--- src/rtl/if_id_register_pkg.sv ---
// Shared types and constants for the IF/ID pipeline register.
package if_id_register_pkg;

  localparam int unsigned DATA_W = 16;
  localparam int unsigned OPC_W  = 4;

  localparam logic [DATA_W-1:0] NOP_INSTR_DEF = 16'h0000;
  localparam logic [OPC_W-1:0]  HALT_OPCODE   = 4'hF;

  typedef enum logic {
    RUN       = 1'b0,
    HALT_HELD = 1'b1
  } state_e;

  // Contents of the IF/ID latch as seen by decode.
  typedef struct packed {
    logic [DATA_W-1:0] instr;
    logic [DATA_W-1:0] next_pc;
    logic              hlt;
    logic              valid;
  } ifid_payload_t;

  // Non-architectural slot: hlt is forced low so a bubble never signals halt.
  function automatic ifid_payload_t bubble(input logic [DATA_W-1:0] nop);
    ifid_payload_t p;
    p.instr   = nop;
    p.next_pc = '0;
    p.hlt     = 1'b0;
    p.valid   = 1'b0;
    return p;
  endfunction

endpackage

--- src/rtl/if_id_register_sat_counter.sv ---
// Enable-driven up-counter that sticks at all-ones, async active-low clear.
module if_id_register_sat_counter #(
  parameter int unsigned CNT_W = 16
) (
  input  logic             clk,
  input  logic             rst_n,
  input  logic             en,
  output logic [CNT_W-1:0] count
);

  logic [CNT_W-1:0] count_q;
  logic [CNT_W-1:0] count_d;

  // Increment when enabled unless already saturated.
  always_comb begin
    count_d = count_q;
    if (en && (count_q != {CNT_W{1'b1}})) begin
      count_d = count_q + CNT_W'(1);
    end
  end

  // Count register.
  always_ff @(posedge clk or negedge rst_n) begin
    if (!rst_n) begin
      count_q <= '0;
    end else begin
      count_q <= count_d;
    end
  end

  assign count = count_q;

endmodule

--- src/rtl/if_id_register.sv ---
// IF/ID pipeline register with stall hold, flush bubble and halt tracking.
module if_id_register
  import if_id_register_pkg::*;
#(
  parameter logic [DATA_W-1:0] NOP_INSTR = NOP_INSTR_DEF,
  parameter int unsigned       CNT_W     = 16
) (
  input  logic              clk,
  input  logic              rst,
  input  logic              Stall,
  input  logic              Flush,
  input  logic [DATA_W-1:0] Instruction_in,
  input  logic [DATA_W-1:0] NextPC_in,
  input  logic              hlt_in,
  output logic [DATA_W-1:0] Instruction_out,
  output logic [DATA_W-1:0] NextPC_out,
  output logic              hlt_out,
  output logic              Valid_out,
  output logic              Halted,
  output logic [CNT_W-1:0]  StallCount
);

  state_e        state_q;
  state_e        state_d;
  ifid_payload_t payload_q;
  ifid_payload_t payload_d;
  logic          stall_cnt_en_c;

  // Next payload and state; priority is flush, stall, halt hold, load.
  always_comb begin
    state_d        = state_q;
    payload_d      = payload_q;
    stall_cnt_en_c = 1'b0;
    if (Flush) begin
      payload_d = bubble(NOP_INSTR);
      state_d   = RUN;
    end else if (Stall) begin
      stall_cnt_en_c = 1'b1;
    end else if (state_q == RUN) begin
      payload_d.instr   = Instruction_in;
      payload_d.next_pc = NextPC_in;
      payload_d.hlt     = hlt_in;
      payload_d.valid   = 1'b1;
      if (hlt_in) begin
        state_d = HALT_HELD;
      end
    end
  end

  // Payload and FSM state registers.
  always_ff @(posedge clk or negedge rst) begin
    if (!rst) begin
      payload_q <= bubble(NOP_INSTR);
      state_q   <= RUN;
    end else begin
      payload_q <= payload_d;
      state_q   <= state_d;
    end
  end

  // Cycles in which a stall (not overridden by flush) held the register.
  if_id_register_sat_counter #(
    .CNT_W (CNT_W)
  ) u_stall_cnt (
    .clk   (clk),
    .rst_n (rst),
    .en    (stall_cnt_en_c),
    .count (StallCount)
  );

  // hlt is only ever stored alongside valid=1, so it is already qualified.
  assign Instruction_out = payload_q.instr;
  assign NextPC_out      = payload_q.next_pc;
  assign hlt_out         = payload_q.hlt;
  assign Valid_out       = payload_q.valid;
  assign Halted          = (state_q == HALT_HELD);

endmodule

--- config.mk ---
export PLATFORM = sky130hd
export DESIGN_NAME = if_id_register
export DESIGN_NICKNAME = d
export VERILOG_FILES = /design/src/rtl/if_id_register_pkg.sv /design/src/rtl/if_id_register_sat_counter.sv /design/src/rtl/if_id_register.sv
export SDC_FILE = /design/constraint.sdc
export NUM_CORES = 1
export LEC_CHECK = 0
export CAP_MARGIN = 20
export CORE_UTILIZATION = 40
export CTS_BUF_LIST = sky130_fd_sc_hd__clkbuf_16
export DETAILED_ROUTE_END_ITERATION = 7
export PLACE_DENSITY = 0.77
export RECOVER_POWER = 50
export SLEW_MARGIN = 10
export SYNTH_ARGS = -nofsm -noshare
export SYNTH_HDL_FRONTEND = slang
export SYNTH_SLANG_ARGS = --single-unit
--- constraint.sdc ---
create_clock -name clk -period 2.5 [get_ports clk]
set_input_delay 0.5 -clock clk [delete_from_list [all_inputs] [get_ports clk]]
set_output_delay 0.5 -clock clk [all_outputs]
set_load 0.01 [all_outputs]
==> results.toml <==
[outcome]
status = "finished clean"

[logic_synthesis]
yosys_warnings = 0
netlist_top_cells_area = "dfrtp_1 (62%), a22o_1 (14%), xor2_1 (3.8%), xnor2_1 (1.7%), nor4_1 (1.5%)"
yosysTopAreaCell = "dfrtp_1"
synth_fp_nets = 194
syn_inst = 156
synthTopCellsByCount = "dfrtp_1 (51), a22o_1 (32), xor2_1 (9)"
synth_top_flop_cell = "dfrtp_1"
yosysTopAreaCellShare_pct = 62.23
async_flop_share_pct = 100.0
synth_most_common_cell = "dfrtp_1"
syn_area_um2 = 2051
synth-edff-count = 0
synth_cell_types = 30
yosysSeqAreaShare_pct = 62.23
syn_area_per_cell_um2 = 13.15
ys_ff_latch = 51

[power]
power_density_nw_per_um2 = 663.9
p_leak_nw = 1.416
ir_drop_v = 0.0003020

[global_route]
first_global_vias = 1544
grt_pass1_wl_um = 7086
grt_antenna_before_repair = 0
grt_usage_pct = 17.35
grt_max_degree = 34
overflow = 0

[finish]
fin_nets = 287
drive_gt1_share_pct = 7.229
area_growth_pct = 53.45
diodes = 0
layoutNonFillerInstCount = 316
final_core_util_pct = 65.32

[flow_run]
cap_violations = 0

[sta]
fin_setup_tns_ns = 0
worstMarginPinSlew_ns = 1.274
post-route-period-util_pct = 81.12
slew_headroom_pct = 15.05
finalWorstSetupSlack_ns = 0.4720
setup_viol_count_final = 0
period_needed_ns = 2.028
rsz0062_at_grt = "no"
clock_skew_ns = 0.005159
hold_violations = 0
fmax_mhz = 493.1
drv_slew = 0

[die]
rows = 25
start_util_pct = 42.57
die_area_um2 = 5417
core_um2 = 4817
die_y_um = 73.60
ios = 88
die_x_um = 73.60

[clocking]
cts_resized = 0
clkSinkCount = 51
cts_buffer_depth = 2
path_clk_slew_ns = 0.06
numCtsBuffers = 5
holdBufCountCts = 0
cts-root-buf = "clkbuf_16"
clock_latency_ns = 0.28
htreeDepth = 2
cts_tree = "yes"
cts_setup_buffers = 0

[setup_path]
arrival_ns = 2.23
worstSetupStartpointType = "primary input"
critical_path_required_ns = 2.70
crit_type = "primary input to flip-flop"
end_kind = "flip-flop"
cp_max_fo = 6

[detailed_routing]
dr.pass1.iters = 4
drcViolationCount = 0
antenna_left = 0
wl_per_cell_um = 14.01
num_vias = 1618
vias_per_cell = 5.120
wirelength_um = 4428
first_iter_violations = 82

[place]
dpl.cell_count = 309
io_buffer_count = 87
place_ws_ns = 0.2851
place_hpwl_um = 3188
place_congestion = 0.7868

[min_path]
hp-class = "primary input to async pin"
-- metrics by stage --
step / area [µm²] / hold slack, ns / power, W
6_report: 3147 / 0.4737 / 0.002089
2_1_floorplan: 2051 / 0.2044 / 0.001176
3_5_place_dp: 3035 / 0.4650 / 0.001478
5_1_grt: 3147 / 0.5097 / 0.002188
3_3_place_gp: 3035 / 0.4594 / 0.001468
4_1_cts: 3169 / 0.2262 / 0.002112
-- registers in the layout, summed over array words and instances (netlist names) --
register,flops
Instruction_out,16
hlt_out,1
NextPC_out,16
Halted,1
u_stall_cnt.count,16
Valid_out,1
-- kinds of logic (layout without fill, tap and decap cells) --
family | count (synthesis) | in the layout | share of synthesized area [%]
fa+ha+maj | 1 | 1 | 0.6100
compound gates | 39 | 39 | 15.62
simple gates | 41 | 41 | 13.42
mux | 1 | 1 | 0.7319
xor+xnor | 13 | 13 | 5.552
flops | 51 | 51 | 62.23
buf+inv | 10 | 103 | 1.830
-- worst max-delay path, cell delays in order --
cell	delay [ns]
dlygate4sd3_1	0.63
and3b_1	0.24
nand3_1	0.10
buf_4	0.17
nor4_1	0.40
xor2_1	0.19
-- cell type report --
class,count,area (µm²)
Sequential cell,51,1276
Tap cell,67,83.83
Timing Repair Buffer,92,897.1
Multi-Input combinational cell,95,740.7
Fill cell,395,1670
Inverter,4,15.01
Clock inverter,2,8.758
Clock buffer,5,125.1
-- power by group --
part           switching (W)  total, W  internal, W
clock               0.000272  0.000631     0.000360
sequential         0.0000994   0.00101     0.000910
combinational       0.000176  0.000448     0.000273
-- cell usage in the layout, fill, tap and decap left out, types with 5 or more instances in the layout --
cell type,n
clkdlybuf4s50_1,85
dfrtp_1,51
a22o_1,32
xor2_1,9
nand3_1,6
nand2_1,6
nor4_1,5
clkbuf_16,5
-- layer usage --
layer | global-route usage [%] | wire length, µm | vias up
li1 | - | - | 763
met1 | 21.91 | 2015 | 784
met2 | 28.85 | 2114 | 64
met3 | 3.841 | 233 | 7
met4 | 7.051 | 64 | 0
met5 | 0 | 0 | -
-- path summary, 6_finish.rpt --
| kind | startpoint | endpoint | slack (ns) | cells after the start |
|---|---|---|---|---|
| max | Stall | u_stall_cnt.count[10] | 0.47 | 6 |
| min | rst | u_stall_cnt.count[15] | 0.47 | 1 |
| max reg2reg | u_stall_cnt.count[0] | u_stall_cnt.count[1] | 0.57 | 5 |
| min reg2reg | Valid_out | Valid_out | 0.48 | 1 |
| max in group asynchronous | rst | NextPC_out[10] | 0.75 | 2 |
| min in group clk | Valid_out | Valid_out | 0.48 | 1 |
Power figures use the tool's default switching activity.
